[src/rtl/keypad_if.sv]
// Keypad pin and key-code bundle between the scanner and the capture logic.
interface keypad_if;
   logic [3:0] row_n;
   logic [3:0] col_n;
   logic [1:0] key_row;
   logic [1:0] key_col;
   logic       key_valid;
   logic       key_held;

   modport master (
      input  row_n,
      output col_n, key_row, key_col, key_valid, key_held
   );

   modport slave (
      output row_n,
      input  col_n, key_row, key_col, key_valid, key_held
   );
endinterface

[src/rtl/keypad_scanner.sv]
// 4x4 keypad column scanner with row encoder and press/release debounce.
// Debounce states exist only when KEYPAD_DEBOUNCE_EN is defined.
module keypad_scanner #(
   parameter int SCAN_DIV   = 1000,
   parameter int DEB_CYCLES = 20
) (
   input logic      clk,
   input logic      rst,
   keypad_if.master kp
);

   localparam int PW = $clog2(SCAN_DIV);
   localparam logic [PW-1:0] PRE_LAST = PW'(SCAN_DIV - 1);

   if (SCAN_DIV < 4 || DEB_CYCLES < 1) begin : g_bad_cfg
      $error("keypad_scanner: SCAN_DIV must be >= 4, DEB_CYCLES >= 1");
   end

   typedef enum logic [1:0] {SCAN, DEBOUNCE, PRESSED, RELEASE} state_t;

   state_t        state_q, state_d;
   logic [3:0]    s1_q, s2_q, row_s;
   logic [PW-1:0] pre_q, pre_d;
   logic [1:0]    c_q, c_d;
   logic [1:0]    krow_q, krow_d;
   logic [1:0]    kcol_q, kcol_d;
   logic          valid_q, valid_d;
   logic          held_q, held_d;
   logic [1:0]    hit_row;
   logic          tick, any_low, all_high;

`ifdef KEYPAD_DEBOUNCE_EN
   localparam int DW = $clog2(DEB_CYCLES + 1);
   localparam logic [DW-1:0] DEB_LAST = DW'(DEB_CYCLES - 1);
   logic [DW-1:0] deb_q, deb_d;
   logic [1:0]    r_q, r_d;
`endif

   assign row_s    = s2_q;
   assign tick     = (pre_q == PRE_LAST);
   assign any_low  = (row_s != 4'hF);
   assign all_high = ~any_low;

   // Lowest-index low row wins when several rows read low together.
   always_comb begin
      hit_row = 2'd3;
      if (!row_s[0])      hit_row = 2'd0;
      else if (!row_s[1]) hit_row = 2'd1;
      else if (!row_s[2]) hit_row = 2'd2;
   end

   always_comb begin
      state_d = state_q;
      pre_d   = pre_q;
      c_d     = c_q;
      krow_d  = krow_q;
      kcol_d  = kcol_q;
      valid_d = 1'b0;
      held_d  = held_q;
`ifdef KEYPAD_DEBOUNCE_EN
      deb_d   = deb_q;
      r_d     = r_q;
`endif
      case (state_q)
         SCAN: begin
            pre_d = tick ? '0 : pre_q + 1'b1;
            if (tick) begin
               if (any_low) begin
`ifdef KEYPAD_DEBOUNCE_EN
                  r_d     = hit_row;
                  deb_d   = '0;
                  state_d = DEBOUNCE;
`else
                  krow_d  = hit_row;
                  kcol_d  = c_q;
                  valid_d = 1'b1;
                  held_d  = 1'b1;
                  state_d = PRESSED;
`endif
               end else begin
                  c_d = c_q + 2'd1;
               end
            end
         end
`ifdef KEYPAD_DEBOUNCE_EN
         DEBOUNCE: begin
            if (!row_s[r_q]) begin
               if (deb_q == DEB_LAST) begin
                  krow_d  = r_q;
                  kcol_d  = c_q;
                  valid_d = 1'b1;
                  held_d  = 1'b1;
                  deb_d   = '0;
                  state_d = PRESSED;
               end else begin
                  deb_d = deb_q + 1'b1;
               end
            end else begin
               deb_d   = '0;
               state_d = SCAN;
            end
         end
         PRESSED: begin
            if (all_high) begin
               deb_d   = '0;
               state_d = RELEASE;
            end
         end
         RELEASE: begin
            if (all_high) begin
               if (deb_q == DEB_LAST) begin
                  held_d  = 1'b0;
                  c_d     = c_q + 2'd1;
                  deb_d   = '0;
                  state_d = SCAN;
               end else begin
                  deb_d = deb_q + 1'b1;
               end
            end else begin
               deb_d   = '0;
               state_d = PRESSED;
            end
         end
`else
         PRESSED: begin
            if (all_high) begin
               held_d  = 1'b0;
               c_d     = c_q + 2'd1;
               state_d = SCAN;
            end
         end
`endif
         default: state_d = SCAN;
      endcase
   end

   always_ff @(posedge clk or posedge rst) begin
      if (rst) begin
         s1_q    <= 4'hF;
         s2_q    <= 4'hF;
         state_q <= SCAN;
         pre_q   <= '0;
         c_q     <= 2'd0;
         krow_q  <= 2'd0;
         kcol_q  <= 2'd0;
         valid_q <= 1'b0;
         held_q  <= 1'b0;
`ifdef KEYPAD_DEBOUNCE_EN
         deb_q   <= '0;
         r_q     <= 2'd0;
`endif
      end else begin
         s1_q    <= kp.row_n;
         s2_q    <= s1_q;
         state_q <= state_d;
         pre_q   <= pre_d;
         c_q     <= c_d;
         krow_q  <= krow_d;
         kcol_q  <= kcol_d;
         valid_q <= valid_d;
         held_q  <= held_d;
`ifdef KEYPAD_DEBOUNCE_EN
         deb_q   <= deb_d;
         r_q     <= r_d;
`endif
      end
   end

   assign kp.col_n     = ~(4'b0001 << c_q);
   assign kp.key_row   = krow_q;
   assign kp.key_col   = kcol_q;
   assign kp.key_valid = valid_q;
   assign kp.key_held  = held_q;

endmodule

[src/flat_wrapper.sv]
// flat-port wrapper written by rule: the top's interface ports become plain ports
module keypad_scanner_flat 
#(
   parameter int SCAN_DIV   = 1000,
   parameter int DEB_CYCLES = 20
)
  (clk, rst, kp_row_n, kp_col_n, kp_key_row, kp_key_col, kp_key_valid, kp_key_held);
  keypad_if kp_i ();
  input logic clk;
  input logic rst;
  input wire logic [$bits(kp_i.row_n)-1:0] kp_row_n;
  output wire logic [$bits(kp_i.col_n)-1:0] kp_col_n;
  output wire logic [$bits(kp_i.key_row)-1:0] kp_key_row;
  output wire logic [$bits(kp_i.key_col)-1:0] kp_key_col;
  output wire logic [$bits(kp_i.key_valid)-1:0] kp_key_valid;
  output wire logic [$bits(kp_i.key_held)-1:0] kp_key_held;
  assign kp_i.row_n = kp_row_n;
  assign kp_col_n = kp_i.col_n;
  assign kp_key_row = kp_i.key_row;
  assign kp_key_col = kp_i.key_col;
  assign kp_key_valid = kp_i.key_valid;
  assign kp_key_held = kp_i.key_held;
  keypad_scanner #(.SCAN_DIV(SCAN_DIV), .DEB_CYCLES(DEB_CYCLES)) u_core (.clk(clk), .rst(rst), .kp(kp_i));
endmodule
[config.mk]
export PLATFORM = sky130hd
export DESIGN_NAME = keypad_scanner_flat
export DESIGN_NICKNAME = d
export VERILOG_FILES = /design/src/rtl/keypad_if.sv /design/src/rtl/keypad_scanner.sv /design/src/flat_wrapper.sv
export SDC_FILE = /design/constraint.sdc
export NUM_CORES = 1
export LEC_CHECK = 0
export BUFFER_PORTS_ARGS = -buffer_cell sky130_fd_sc_hd__buf_2
export CORE_MARGIN = 1.5
export CORE_UTILIZATION = 54
export DETAILED_ROUTE_END_ITERATION = 8
export PLACE_DENSITY = 0.75
export SYNTH_ARGS = -nofsm -noshare
export SYNTH_HDL_FRONTEND = slang
export SYNTH_SLANG_ARGS = --single-unit
[constraint.sdc]
create_clock -name clk -period 3.66 [get_ports clk]
set_input_delay 0.732 -clock clk [delete_from_list [all_inputs] [get_ports clk]]
set_output_delay 0.732 -clock clk [all_outputs]
set_load 0.02 [all_outputs]
# == After elaboration in Yosys (flattened, before gate mapping) ==
# Index checks and enable logic that the tools add are counted.
# totals
reg_bits,28
latch_bits,0
mem_bits_rw,0
mem_bits_ro,0
inputBits,6
out_inout_bits,10
word_cells,43
n_memories,0
# op_classes
add_sub_neg,2
n_mul,0
n_div,0
order_cmp,0
n_eq_ne,6
shift,1
n_mux,18
bitwise,1
n_reduce_logical,6
# ops
op,count
two-way mux 2 bit,7
"adder 10 x 1 -> 10 bit, second input constant",1
"equality test 10 bit, second input constant",1
two-way mux 10 bit,1
one-hot mux 2 bit (2 select lines),2
two-way mux 1 bit,7
AND reduction 3 bit,2
"!= test 2 x 1 -> 1 bit, second input constant",2
"!= test 4 bit, second input constant",1
NOT 4 bit,1
AND reduction 4 bit,1
"left shift 1 x 2 -> 4 bit, first input constant",1
"adder 2 x 1 -> 2 bit, second input constant",1
"equality test 2 bit, second input constant",1
zero test 2 bit,1
"!= test 2 bit, second input constant",1
one-hot mux 1 bit (2 select lines),1
AND reduction 2 bit,1
nonzero test 2 bit,1

# == Depth between registers and ports, before layout ==
# logic_depth
word_depth,4
depth_mapped,4
depth_no_buf,4

# == Worst setup path after synthesis ==
# No wires, ideal clock.
# synth_path
path_type,reg2reg
start,register u_core.state_q[1]
end,register u_core.kcol_q[0] (netlist: u_core.kp.key_col[0])
setup_time_ps,125
t_arrival_ps,1511
required_ps,3535
path_slack_ps,2024
stages_incl_launch_ff,4
n_path_buf,0
path_cell_list,dfrtp_1 nand3b_1 nor4b_4 mux2_4
# synth_between
elab_chain_len,2
# synth_rtl
element,line,source
from (decl),keypad_scanner.sv:21,"state_t state_q, state_d;"
from (signal assigned),keypad_scanner.sv:155,state_q <= state_d;
zero test 2 bit,keypad_scanner.sv:64,case (state_q)
AND reduction 3 bit (no line),n/a,
to (signal assigned),keypad_scanner.sv:159,kcol_q <= kcol_d;
to (decl),keypad_scanner.sv:26,"logic [1:0] kcol_q, kcol_d;"
# No other way between the ends.
# A chain may end at the register's enable or synchronous reset.

# == Final worst setup path ==
# layout_path
start,register u_core.c_q[0]
end,output kp_col_n[0]
# layout_between
elab_chain_len,2
# layout_rtl
element,line,source
from (decl),keypad_scanner.sv:24,"logic [1:0] c_q, c_d;"
from (signal assigned),keypad_scanner.sv:143,c_q <= 2'd0;
from (signal assigned),keypad_scanner.sv:157,c_q <= c_d;
left shift 1 x 2 -> 4 bit,keypad_scanner.sv:169,assign kp.col_n = ~(4'b0001 << c_q);
NOT 4 bit,keypad_scanner.sv:169,
to (decl),flat_wrapper.sv:12,output wire logic [$bits(kp_i.col_n)-1:0] kp_col_n;
# No other way between the ends.

==> flow_summary.json <==
{
  "run_status": "completed",
  "wirelength_microns": 1950,
  "synthesis.nets": 111,
  "wire_per_inst_microns": 13.4,
  "globalplace.congestion": 0.751,
  "placement_rows": 16,
  "post-synth-top-area-fraction_pct": 38.4,
  "synth_top_cell_by_area": "dfrtp_1",
  "netSwitchingPower_w": 0.0000910,
  "via_count": 799,
  "final_hold_violation_count": 0,
  "final_layout_size_suffix_gt1_share_pct": 28.0,
  "r2r_cells": 3,
  "timing.rr.end": "u_core.kp.key_col[1]$_DFFE_PP0P_",
  "worst_hold_path_type": "reg2reg",
  "die_area_sq_um": 2460,
  "seq_power_share_pct": 59.5,
  "placement.io_buffers": 15,
  "power.leakage_nw": 0.576,
  "setup_tns_ns": 0,
  "fin_nets": 130,
  "firstDrtPassIters": 4,
  "finished_core_util_pct": 66.3,
  "ys_top_cells_by_area": "dfrtp_1, dfstp_2, ha_1",
  "post_synth_inst_count": 100,
  "post-cts-setup-buffer-count": 0,
  "power.ir.vdd_worst_mv": 0.333,
  "finalCritPeriodShare_pct": 55.7,
  "initial_antenna_violation_count": 0,
  "cts.sink_count": 26,
  "pwr-share-comb_pct": 1.9,
  "timing.critical_path.required_ns": 2.93,
  "crit_path_start_kind": "flop",
  "dp_worst_setup_slack_ns": 1.86,
  "worstHoldStart": "u_core.s1_q[3]$_DFF_PP1_",
  "insertedDiodeCount": 0,
  "synth_warnings": 0,
  "post_synth_instance_area_sq_um": 1170,
  "cts_made_buffers": 3,
  "critical_path.reg2reg.startpoint": "u_core.pre_q[3]$_DFFE_PP0N_",
  "initial_utilization_pct": 58.6,
  "global_route_wire_length_before_repair_microns": 3370,
  "final.fill_count": 178,
  "crit_path_max_fanout": 6,
  "maxSlewViolCount": 0,
  "synth-edff-count": 0,
  "clock_power_share_pct": 38.6,
  "yosys.cell_types.count": 35,
  "yosysSeqAreaShare_pct": 56.4,
  "setup_ws_ns": 1.62,
  "hold_end": "u_core.row_s[3]$_DFF_PP1_",
  "htreeDepth": 1,
  "achievable-frequency_mhz": 490,
  "area_growth_syn_to_layout_pct": 13.1,
  "worstSetupEndpointType": "output pin",
  "dpl.hpwl_microns": 1440,
  "route.detailed.vias_per_inst": 5.51,
  "netSwitchingFraction_pct": 18.2,
  "worst-endpoint-arrival_ns": 1.31,
  "maximum_number_of_pins_on_one_net_before_global_route_repair": 27,
  "area.sequential_sq_um": 661,
  "die_h_microns": 49.6,
  "worst_hold_path.num_cells": 0,
  "first_global_vias": 770,
  "cts.reportedPaths.clkPinSlew_ns": 0.13,
  "drc_errors": 0,
  "report.final.setup_viol": 0,
  "cts_tree": "yes",
  "grt-ovfl-total": 0,
  "i_o_pins": 16,
  "grt_use_total_pct": 18.1,
  "seq_cells_post_synth": 26,
  "syn-mean-instance-area_sq_um": 11.7,
  "p_int_w": 0.000409,
  "area_taken_by_multi_input_logic_gates_sq_um": 463,
  "largest_buffer_count_on_any_clock_path": 2,
  "clock_latency_ns": 0.31,
  "power.density_cell_area_nw_per_um2": 377,
  "clock-skew-final_ns": 0.00184,
  "cts.hold.buffers_added": 0,
  "placeableCoreArea_sq_um": 2000,
  "postSynth.asyncResetShare_pct": 100,
  "rsz_0062_raised_after_global_routing": "no",
  "clk_root_buffer_cell": "clkbuf_4",
  "timing.final.crit_period_ns": 2.04,
  "cap_viol_max_count": 0,
  "antenna_left": 0,
  "r2r_slack_ns": 1.83,
  "worstMarginPinSlew_ns": 0.930,
  "path_class": "reg2out",
  "cts_repair_resize_count": 0,
  "slew-limit-headroom_pct": 38.0,
  "die_w_microns": 49.6,
  "detailedRoute.firstIterationViolations": 15,
  "yosys_most_used_dff": "dfrtp_1"
}
-- placed cells by master, fill, tap and decap left out, drive strengths merged, types with 3 or more instances in the layout --
master | netlist | final
ha | 5 | 5
a21oi | 4 | 4
buf | 1 | 15
or4 | 3 | 3
nand2 | 9 | 9
inv | 11 | 11
dfstp | 8 | 8
dfrtp | 18 | 18
nand4 | 3 | 3
o21ai | 7 | 7
clkbuf | 0 | 3
-- synth_stat cells, types with 2 or more instances --
| library cell | number |
|---|---|
| nor4_1 | 2 |
| a21oi_1 | 4 |
| or3_1 | 2 |
| dfrtp_1 | 18 |
| or4_1 | 3 |
| xnor2_1 | 2 |
| o21ai_0 | 7 |
| nand3b_1 | 2 |
| inv_1 | 11 |
| o31ai_1 | 2 |
| ha_1 | 5 |
| dfstp_2 | 8 |
| mux2_4 | 2 |
| nand4_1 | 3 |
| nand2_1 | 9 |
-- critical path, stage by stage, from the launching register on --
cell     delay [ns]
dfrtp_1        0.48
inv_1          0.12
ha_1           0.20
inv_1          0.04
buf_2          0.15
-- through the flow --
stage / std cells / total power (W) / area [sq um] / hold WS (ns)
global route: 145 / 0.000521 / 1330 / 0.375
finish: 145 / 0.000500 / 1330 / 0.367
CTS: 145 / 0.000506 / 1330 / 0.368
floorplan: 100 / 0.000307 / 1170 / 0.345
detailed placement: 141 / 0.000312 / 1270 / 0.349
global placement: 141 / 0.000312 / 1270 / 0.346
-- cells by family after synthesis --
| logic type | Yosys count | share of synthesized area (%) |
|---|---|---|
| muxes | 3 | 3.42 |
| DFF | 26 | 56.3 |
| buffers and inverters | 12 | 4.16 |
| and+or+nand+nor | 31 | 17.5 |
| adders and majority gates | 5 | 5.34 |
| AOI/OAI and AO/OA | 20 | 11.0 |
| xor gates and xnor gates | 3 | 2.24 |
-- how the worst max path moves through the flow --
stage | cells past startpoint | endpoint | slack [ns] | startpoint
final | 4 | kp_col_n[0] | 1.62 | u_core.c_q[0]$_DFFE_PP0P_
after global routing | 4 | kp_col_n[0] | 1.51 | u_core.c_q[0]$_DFFE_PP0P_
after CTS | 4 | kp_col_n[0] | 1.60 | u_core.c_q[0]$_DFFE_PP0P_
after detailed placement | 3 | u_core.kp.key_col[1]$_DFFE_PP0P_ | 1.86 | u_core.pre_q[3]$_DFFE_PP0N_
after global placement | 3 | u_core.kp.key_col[1]$_DFFE_PP0P_ | 1.90 | u_core.pre_q[3]$_DFFE_PP0N_
after floorplan | 3 | u_core.kp.key_col[0]$_DFFE_PP0P_ | 2.02 | u_core.state_q[1]$_DFFE_PP0P_
-- power groups by stage --
stage	combinational [W]	sequential [W]	clock, W
after floorplan	0.00000563	0.000302	0
after global placement	0.00000964	0.000302	0
after detailed placement	0.00000994	0.000302	0
after CTS	0.00000996	0.000297	0.000199
after global routing	0.0000111	0.000298	0.000212
final	0.00000943	0.000297	0.000193
-- cell type report --
cell class | instances | area share (%)
flip-flops and latches | 26 | 49.8
multi-input cells | 62 | 34.9
repair buffers | 15 | 5.66
inverters | 11 | 3.11
well taps | 27 | 2.55
clock inverters | 1 | 2.26
clock buffers | 3 | 1.70
-- per-layer routing --
layer	track usage (%)	up-vias	part of all wire, %
met2	30.4	17	50
met1	22.8	387	46
li1	-	393	-
met4	6.94	0	0.72
met3	3.64	2	3.6
met5	0	-	0
-- sequential cells by signal (all words and copies together), names as in the netlist --
signal,flops
u_core.c_q,2
u_core.kp.key_col,2
u_core.kp.key_row,2
u_core.kp.key_valid,1
u_core.pre_q,10
u_core.row_s,4
u_core.s1_q,4
u_core.state_q,1
Note: power is estimated with default switching activity, not from simulation.
